`config.mk`:
```
export PLATFORM = sky130hd
export DESIGN_NAME = axi4_req_sched
export DESIGN_NICKNAME = d
export VERILOG_FILES = /design/src/rtl/axi4_req_sched.sv
export SDC_FILE = /design/constraint.sdc
export NUM_CORES = 1
export LEC_CHECK = 0
export BUFFER_PORTS_ARGS = -buffer_cell sky130_fd_sc_hd__clkbuf_2
export CAP_MARGIN = 20
export CELL_PAD_IN_SITES_DETAIL_PLACEMENT = 0
export CELL_PAD_IN_SITES_GLOBAL_PLACEMENT = 1
export CORE_ASPECT_RATIO = 1.1
export CORE_MARGIN = 5
export CORE_UTILIZATION = 44
export CTS_CLUSTER_SIZE = 40
export DETAILED_ROUTE_END_ITERATION = 10
export PLACE_DENSITY_LB_ADDON = 0.1
export SYNTH_ARGS = -nofsm -noshare
export SYNTH_HDL_FRONTEND = slang
export SYNTH_SLANG_ARGS = --single-unit
```
`constraint.sdc`:
```
create_clock -name i_clk -period 16.3 [get_ports i_clk]
set_input_delay 0.815 -clock i_clk [delete_from_list [all_inputs] [get_ports i_clk]]
set_output_delay 0.815 -clock i_clk [all_outputs]
set_load 0.005 [all_outputs]
```
`src/rtl/axi4_req_sched.sv`:
```
// Request scheduler: buffers polled host read/write requests in a FIFO and
// dispatches them one at a time, in order, to separate read and write engines.
module axi4_req_sched #(
  parameter int ADRW  = 64,
  parameter int DEPTH = 4,
  parameter int TMO   = 1024
) (
  input  logic            i_clk,
  input  logic            i_rst,
  input  logic            req_valid,
  input  logic            req_is_wr,
  input  logic [ADRW-1:0] req_addr,
  input  logic [7:0]      req_len,
  output logic            o_rd_valid,
  input  logic            i_rd_ready,
  output logic [ADRW-1:0] o_rd_addr,
  output logic [7:0]      o_rd_len,
  input  logic            i_rd_done,
  output logic            o_wr_valid,
  input  logic            i_wr_ready,
  output logic [ADRW-1:0] o_wr_addr,
  output logic [7:0]      o_wr_len,
  input  logic            i_wr_done,
  output logic [$clog2(DEPTH):0] o_count,
  output logic            o_full,
  output logic            o_busy,
  output logic            o_drop,
  output logic            o_timeout,
  input  logic            i_clr_err,
  output logic [15:0]     o_rd_cnt,
  output logic [15:0]     o_wr_cnt
);

  localparam int PW = $clog2(DEPTH);
  localparam int CW = PW + 1;
  localparam int EW = 1 + ADRW + 8;
  localparam int TW = $clog2(TMO + 1);

  typedef enum logic [2:0] {
    S_IDLE,
    S_ISSUE_RD,
    S_ISSUE_WR,
    S_WAIT_RD,
    S_WAIT_WR
  } state_t;

  state_t          r_state;
  state_t          w_state_next;

  logic [EW-1:0]   r_mem [DEPTH];
  logic [PW-1:0]   r_wr_ptr;
  logic [PW-1:0]   r_rd_ptr;
  logic [CW-1:0]   r_count;
  logic [TW-1:0]   r_timer;

  logic            r_rd_valid;
  logic [ADRW-1:0] r_rd_addr;
  logic [7:0]      r_rd_len;
  logic            r_wr_valid;
  logic [ADRW-1:0] r_wr_addr;
  logic [7:0]      r_wr_len;
  logic [15:0]     r_rd_cnt;
  logic [15:0]     r_wr_cnt;
  logic            r_drop;
  logic            r_timeout;

  logic            w_full;
  logic            w_push;
  logic            w_pop;
  logic [EW-1:0]   w_head;
  logic            w_head_wr;
  logic [ADRW-1:0] w_head_addr;
  logic [7:0]      w_head_len;
  logic            w_rd_fin;
  logic            w_wr_fin;
  logic            w_waiting;
  logic            w_tmo_hit;
  logic            w_tmo_set;
  logic            w_drop_set;

  assign w_full      = (r_count == CW'(DEPTH));
  assign w_push      = req_valid && !w_full;
  assign w_pop       = (r_state == S_IDLE) && (r_count != '0);
  // Head is read combinationally so a pop loads the engine outputs in the same edge.
  assign w_head      = r_mem[r_rd_ptr];
  assign w_head_wr   = w_head[EW-1];
  assign w_head_addr = w_head[EW-2:8];
  assign w_head_len  = w_head[7:0];

  assign w_rd_fin    = (r_state == S_WAIT_RD) && i_rd_done;
  assign w_wr_fin    = (r_state == S_WAIT_WR) && i_wr_done;
  assign w_waiting   = (r_state == S_WAIT_RD) || (r_state == S_WAIT_WR);
  assign w_tmo_hit   = (r_timer == TW'(TMO - 1));
  assign w_tmo_set   = w_waiting && w_tmo_hit && !w_rd_fin && !w_wr_fin;
  assign w_drop_set  = req_valid && w_full;

  always_ff @(posedge i_clk) begin
    if (w_push) begin
      r_mem[r_wr_ptr] <= {req_is_wr, req_addr, req_len};
    end
  end

  always_ff @(posedge i_clk or posedge i_rst) begin
    if (i_rst) begin
      r_wr_ptr <= '0;
      r_rd_ptr <= '0;
      r_count  <= '0;
    end else begin
      if (w_push) r_wr_ptr <= r_wr_ptr + 1'b1;
      if (w_pop)  r_rd_ptr <= r_rd_ptr + 1'b1;
      case ({w_push, w_pop})
        2'b10:   r_count <= r_count + 1'b1;
        2'b01:   r_count <= r_count - 1'b1;
        default: r_count <= r_count;
      endcase
    end
  end

  always_ff @(posedge i_clk or posedge i_rst) begin
    if (i_rst) r_state <= S_IDLE;
    else       r_state <= w_state_next;
  end

  always_comb begin
    w_state_next = r_state;
    case (r_state)
      S_IDLE:     if (w_pop) w_state_next = w_head_wr ? S_ISSUE_WR : S_ISSUE_RD;
      S_ISSUE_RD: if (i_rd_ready) w_state_next = S_WAIT_RD;
      S_ISSUE_WR: if (i_wr_ready) w_state_next = S_WAIT_WR;
      S_WAIT_RD:  if (i_rd_done || w_tmo_hit) w_state_next = S_IDLE;
      S_WAIT_WR:  if (i_wr_done || w_tmo_hit) w_state_next = S_IDLE;
      default:    w_state_next = S_IDLE;
    endcase
  end

  // Timer runs only while staying in a WAIT state, so it is zero on every entry.
  always_ff @(posedge i_clk or posedge i_rst) begin
    if (i_rst) r_timer <= '0;
    else if (w_waiting && (w_state_next == r_state)) r_timer <= r_timer + 1'b1;
    else r_timer <= '0;
  end

  always_ff @(posedge i_clk or posedge i_rst) begin
    if (i_rst) begin
      r_rd_valid <= 1'b0;
      r_rd_addr  <= '0;
      r_rd_len   <= '0;
      r_wr_valid <= 1'b0;
      r_wr_addr  <= '0;
      r_wr_len   <= '0;
    end else begin
      if (w_pop && !w_head_wr) begin
        r_rd_valid <= 1'b1;
        r_rd_addr  <= w_head_addr;
        r_rd_len   <= w_head_len;
      end else if ((r_state == S_ISSUE_RD) && i_rd_ready) begin
        r_rd_valid <= 1'b0;
      end
      if (w_pop && w_head_wr) begin
        r_wr_valid <= 1'b1;
        r_wr_addr  <= w_head_addr;
        r_wr_len   <= w_head_len;
      end else if ((r_state == S_ISSUE_WR) && i_wr_ready) begin
        r_wr_valid <= 1'b0;
      end
    end
  end

  always_ff @(posedge i_clk or posedge i_rst) begin
    if (i_rst) begin
      r_rd_cnt  <= '0;
      r_wr_cnt  <= '0;
      r_drop    <= 1'b0;
      r_timeout <= 1'b0;
    end else begin
      if (w_rd_fin) r_rd_cnt <= r_rd_cnt + 16'd1;
      if (w_wr_fin) r_wr_cnt <= r_wr_cnt + 16'd1;
      // A new error event in the same cycle as the clear keeps the flag set.
      if (w_drop_set)     r_drop <= 1'b1;
      else if (i_clr_err) r_drop <= 1'b0;
      if (w_tmo_set)      r_timeout <= 1'b1;
      else if (i_clr_err) r_timeout <= 1'b0;
    end
  end

  assign o_rd_valid = r_rd_valid;
  assign o_rd_addr  = r_rd_addr;
  assign o_rd_len   = r_rd_len;
  assign o_wr_valid = r_wr_valid;
  assign o_wr_addr  = r_wr_addr;
  assign o_wr_len   = r_wr_len;
  assign o_count    = r_count;
  assign o_full     = w_full;
  assign o_busy     = (r_state != S_IDLE);
  assign o_drop     = r_drop;
  assign o_timeout  = r_timeout;
  assign o_rd_cnt   = r_rd_cnt;
  assign o_wr_cnt   = r_wr_cnt;

endmodule

```
=== Yosys cells after proc, flatten, opt, wreduce, memory -nomap -nowiden ===
Memory sizes are Yosys's and may differ from the RTL's.
Index checks and enable logic that the tools add are counted.
W data, S select, Z words.

* Register bits after elaboration: 201
* Memory bits (writable): 292
* Bits of input ports: 81
* Output and inout port bits: 185
* Memories: 1

{| class="wikitable"
|+ Memories
! name !! depth !! bits a word !! rd ports !! clocked after Yosys merged registers in !! wr ports !! line !! RTL
|-
| r_mem || 4 || 73 || 1 || 0 || 1 || 50 || <nowiki>logic [EW-1:0] r_mem [DEPTH];</nowiki>
|}

* $add $sub $neg: 7
* Eq/ne operators: 9
* Multiplexer cells: 18
* Reductions and logical operators: 28

{| class="wikitable"
|+ Operators with widths
! operator !! count
|-
| $add A16 B1 Y16 const B || 2
|-
| $mux W3 || 5
|-
| $pmux W3 S5 || 1
|-
| $logic_and A1 B1 Y1 || 13
|-
| $add A11 B1 Y11 const B || 1
|-
| $eq A11 B10 Y1 const B || 1
|-
| $mux W11 || 1
|-
| $reduce_bool A2 Y1 || 5
|-
| $mux W1 || 9
|-
| $eq A3 B2 Y1 const B || 2
|-
| $eq A3 B3 Y1 const B || 2
|-
| $pmux W3 S2 || 1
|-
| $reduce_bool A3 Y1 || 2
|-
| $add A2 B1 Y2 const B || 2
|-
| $logic_not A1 Y1 || 4
|-
| $add A3 B1 Y3 const B || 1
|-
| $eq A3 B1 Y1 const B || 1
|-
| $eq A3 B3 Y1 || 1
|-
| $logic_not A3 Y1 || 1
|-
| $logic_or A1 B1 Y1 || 3
|-
| $sub A3 B1 Y3 const B || 1
|-
| $eq A2 B1 Y1 const B || 1
|-
| $eq A2 B2 Y1 const B || 1
|-
| $mux W2 || 1
|}

=== Longest topological paths before layout ===
* Depth in word-level cells: 7
* Gate-level depth with buffers: 10

=== Worst setup path after synthesis ===
Ideal clock, no wire load.

* Path kind: in2reg
* Start point: input port req_valid
* End point: memory r_mem[0][0] in the netlist's numbering (enable)
* Setup time: 0.439 ns
* Data arrival time: 2.895 ns
* Data required time: 15.861 ns
* Setup slack: 12.966 ns
* Stages on the path: 2
* Buffers on the path: 0
* Cells stage by stage: nor2b_1 -> and2_1

* Word-level cells in the longest chain between the ends: 3

{| class="wikitable"
|+ RTL lines
! item !! line !! RTL
|-
| start: declaration || 10 || <nowiki>input logic req_valid,</nowiki>
|-
| $logic_and A1 B1 Y1 || 82 || <nowiki>assign w_push = req_valid && !w_full;</nowiki>
|-
| $mux W1 || 98 || <nowiki>if (w_push) begin</nowiki>
|-
| $mux W1 (not written as such) || 99 || <nowiki>r_mem[r_wr_ptr] <= {req_is_wr, req_addr, req_len};</nowiki>
|-
| end: declaration || 50 ||
|}

No other way between the ends.

=== Worst setup path after layout ===
* Start point: register r_rd_ptr[0]
* End point: register r_wr_addr[1], in the netlist o_wr_addr[1]

* Word-level cells in the longest chain between the ends: 2

{| class="wikitable"
|+ RTL lines
! item !! line !! RTL
|-
| start: declaration || 52 || <nowiki>logic [PW-1:0] r_rd_ptr;</nowiki>
|-
| start signal: assignment || 110 || <nowiki>if (w_pop) r_rd_ptr <= r_rd_ptr + 1'b1;</nowiki>
|-
| $mem_v2 Z4 W73 (*) || - ||
|-
| $logic_and A1 B1 Y1 || 159 || <nowiki>if (w_pop && w_head_wr) begin</nowiki>
|-
| end signal: assignment || 161 || <nowiki>r_wr_addr <= w_head_addr;</nowiki>
|-
| end: declaration || 60 || <nowiki>logic [ADRW-1:0] r_wr_addr;</nowiki>
|}

Every way passes the cells marked *; elsewhere a longest branch is shown, timed or not.
A chain may end at the register's enable or synchronous reset.

==> summary.md <==
| Metric | Value |
|---|---|
| Outcome | `finished, final reports clean` |
| Synth unique cells | `41` |
| # port buffers | `~270` |
| Die Height | `225 um` |
| Post-cts resize count | `0` |
| P_leak | `a little under 9 nW` |
| Half-perimeter wire length after placement | `23700 um` |
| Slowest CP cell | `dfrtp_4` |
| Vias | `~9200` |
| Antenna violations before repair | `5` |
| Post-synthesis instance total | `~930` |
| CP Cell Sequence | `mux4_2, nand2_4, buf_4, mux2_2` |
| Utilization after layout | `0.534` |
| Die Wd | `205 um` |
| Tot GR Track Use | `0.165` |
| Setup TNS | `0 ns` |
| Fmax | `310 MHz` |
| Syn avg cell area | `19.9 sq um` |
| CP required | `about 17 ns` |
| RSZ-0062 raised after global routing | `no` |
| Post-synth top area share | `0.475` |
| Hold-fix buffers at CTS | `0` |
| Slew Limit Headroom | `0.354` |
| Clock Latency Late Sink | `about 0.57 ns` |
| Post-route clock period utilization | `0.198` |
| Initial DRC count | `425` |
| Final Skew | `0.0104 ns` |
| Final Hold Viols | `0` |
| Main area contributors after synthesis | `edfxtp_1, dfrtp_1, mux4_2, mux2_2, mux2_1` |
| Top-count cell post-synth | `edfxtp_1` |
| WL/cell | `between 20 and 25 um` |
| Ys Warns | `0` |
| Largest net degree at the start of global routing | `between 100 and 150` |
| Total Power | `4.26 mW` |
| EDFF count, synth | `292` |
| Finished Layout Cells | `1820` |
| RePlAce Congestion | `0.740` |
| Placed Cells | `1726` |
| Clock tree from TritonCTS | `built` |
| CTS max path bufs | `3` |
| Synth async-reset ratio | `0.408` |
| R2r setup slk | `~13 ns` |
| Tightest Hold Check Type | `input pin to async pin` |
| Final Max Tran Viols | `0` |
| Endpoints failing setup | `0` |
| Vias per inst | `5.07` |
| Syn_nets | `approximately 1000` |
| Clock Pin Slew Worst Setup and Hold Paths | `~0.060 ns` |
| Proportion of layout cells with a drive suffix above 1 | `0.440` |
| First-pass GRT wire length | `around 59000 um` |
| Post-synthesis register bit count | `493` |
| Clock Root Buffer | `clkbuf_16` |
| Max VDD drop | `0.000110 V` |
| Yosys top cell by area | `edfxtp_1` |
| Drt pass-1 iters | `4` |
| Starting Density | `0.446` |
| Synthesized area | `18500 sq um` |
| Antenna diodes | `0` |
| Max-Cap Viols | `0` |
| Grt total ovfl | `0` |
| Worst Setup End Kind | `register` |
| Crit path launch type | `register` |
| Sequential fraction of the synthesis area | `0.747` |
| Final Critical Period | `3.23 ns` |
| R2R Path End | `o_wr_addr[1]$_DFFE_PP0P_` |
| Post-Route WL | `38100 um` |
| Vias in the first global route | `9769` |
| Post-CTS Setup Bufs | `0` |
| H-tree level count | `2` |
| Detail Route Antenna Nets | `0` |
| FF-to-FF path depth | `4` |
| Slew @ Worst Pin | `0.969 ns` |
| CTS buffer count | `51` |
| R2R Path Start | `r_rd_ptr[0]$_DFFE_PP0P_` |
| Crit path arrival time | `3.68 ns` |
| PD cells | `around 190 nW/um^2` |
| Post-synth top flop | `edfxtp_1` |
| Area Growth Syn to Fin | `19.6%` |
| # fillers | `between 3000 and 4000` |
| Core Rows | `78` |
| CP max stage delay | `0.93 ns` |
| CTS sink cnt | `493` |
| Core box area | `roughly 41000 sq um` |
| Critical path class | `register to register` |
| Top post-synthesis cells by count | `edfxtp_1, dfrtp_1, mux2_2` |
| Die ar. | `46200 sq um` |
| Largest fanout on the critical path | `45` |
| DR DRC count | `0` |
| Final nets | `1309` |
| Number of top-level pins | `266` |
per-layer routing:
metal,vias to the layer above,part of all wire,GRT usage
met5,-,0.0016,0
met4,8,0.015,0.0363
met3,57,0.063,0.0518
met2,199,0.49,0.271
met1,4810,0.43,0.220
li1,4159,-,-
report_power, final:
group / switching (mW) / internal (mW) / total (mW)
clock network: 0.457 / 0.690 / 1.15
registers: 0.201 / 1.71 / 1.91
logic: 0.567 / 0.637 / 1.20
total: 1.23 / 3.04 / 4.26
final cells by class:
cell class / instances / area (sq um) / area share
Clock buffer: 76 / 1480 / 0.0671
Clock inverter: 18 / 189 / 0.00855
Inverter: 14 / 60.1 / 0.00272
Multi-Input combinational cell: 383 / 4440 / 0.201
Sequential cell: 493 / 13800 / 0.625
Tap cell: 560 / 701 / 0.0317
Timing Repair Buffer: 276 / 1410 / 0.0638
worst max-delay path, delay by kind of cell (launching register included):
kind | cells | cell delay, ns
buf+inv | 1 | 0.68
flops | 1 | 0.93
mux | 2 | 1.09
simple gates | 1 | 0.37
through the flow:
step	setup WS [ns]	area (sq um)	hold slack [ns]
6_report	13.07	22100	0.449
2_1_floorplan	10.00	18500	0.448
5_1_grt	12.85	22100	0.422
3_3_place_gp	13.01	20400	0.460
3_5_place_dp	12.97	20400	0.471
4_1_cts	12.96	22100	0.409
worst max path at each step:
stage,cells after the start,to,slack (ns),start
floorplan,1,o_count[0]$_DFFE_PP0P_,10.00,i_rst
global placement,4,o_wr_addr[10]$_DFFE_PP0P_,13.01,r_rd_ptr[0]$_DFFE_PP0P_
detailed placement,4,o_wr_addr[1]$_DFFE_PP0P_,12.97,r_rd_ptr[0]$_DFFE_PP0P_
CTS,4,o_wr_addr[11]$_DFFE_PP0P_,12.96,r_rd_ptr[0]$_DFFE_PP0P_
global route,4,o_wr_addr[1]$_DFFE_PP0P_,12.85,r_rd_ptr[0]$_DFFE_PP0P_
finish,4,o_wr_addr[1]$_DFFE_PP0P_,13.07,r_rd_ptr[0]$_DFFE_PP0P_
sequential cells by signal, indices dropped and copies added (netlist names), 2 cells and up:
name	count
o_count	3
o_rd_addr	64
o_rd_cnt	16
o_rd_len	8
o_wr_addr	64
o_wr_cnt	16
o_wr_len	8
r_mem	292
r_rd_ptr	2
r_state	3
r_timer	11
r_wr_ptr	2
logic make-up (layout without fill, tap and decap cells):
group | count (synthesis) | after routing | share of synthesized area
flops | 493 | 493 | 0.747
mux | 221 | 221 | 0.179
simple gates | 99 | 99 | 0.0295
buf+inv | 52 | 384 | 0.0134
xor+xnor | 44 | 44 | 0.0209
compound gates | 10 | 10 | 0.00318
fa+ha+maj | 9 | 9 | 0.00651
layout by cell type, fill, tap and decap left out, drive strengths merged, types with 4 or more instances in the layout:
master  netlist  routed
ha            8       8
edfxtp      292     292
inv          14      14
clkinv        0      13
xnor2        27      27
and4          6       6
mux4         73      73
and3          6       6
mux2        147     147
dfrtp       201     201
nand2        19      19
bufinv        0       4
xor2         17      17
nor3          6       6
nand4        11      11
and2          6       6
nand3        11      11
clkbuf       11     341
nor2         21      21
buf          27      11
(Power assumes the default switching activity.)
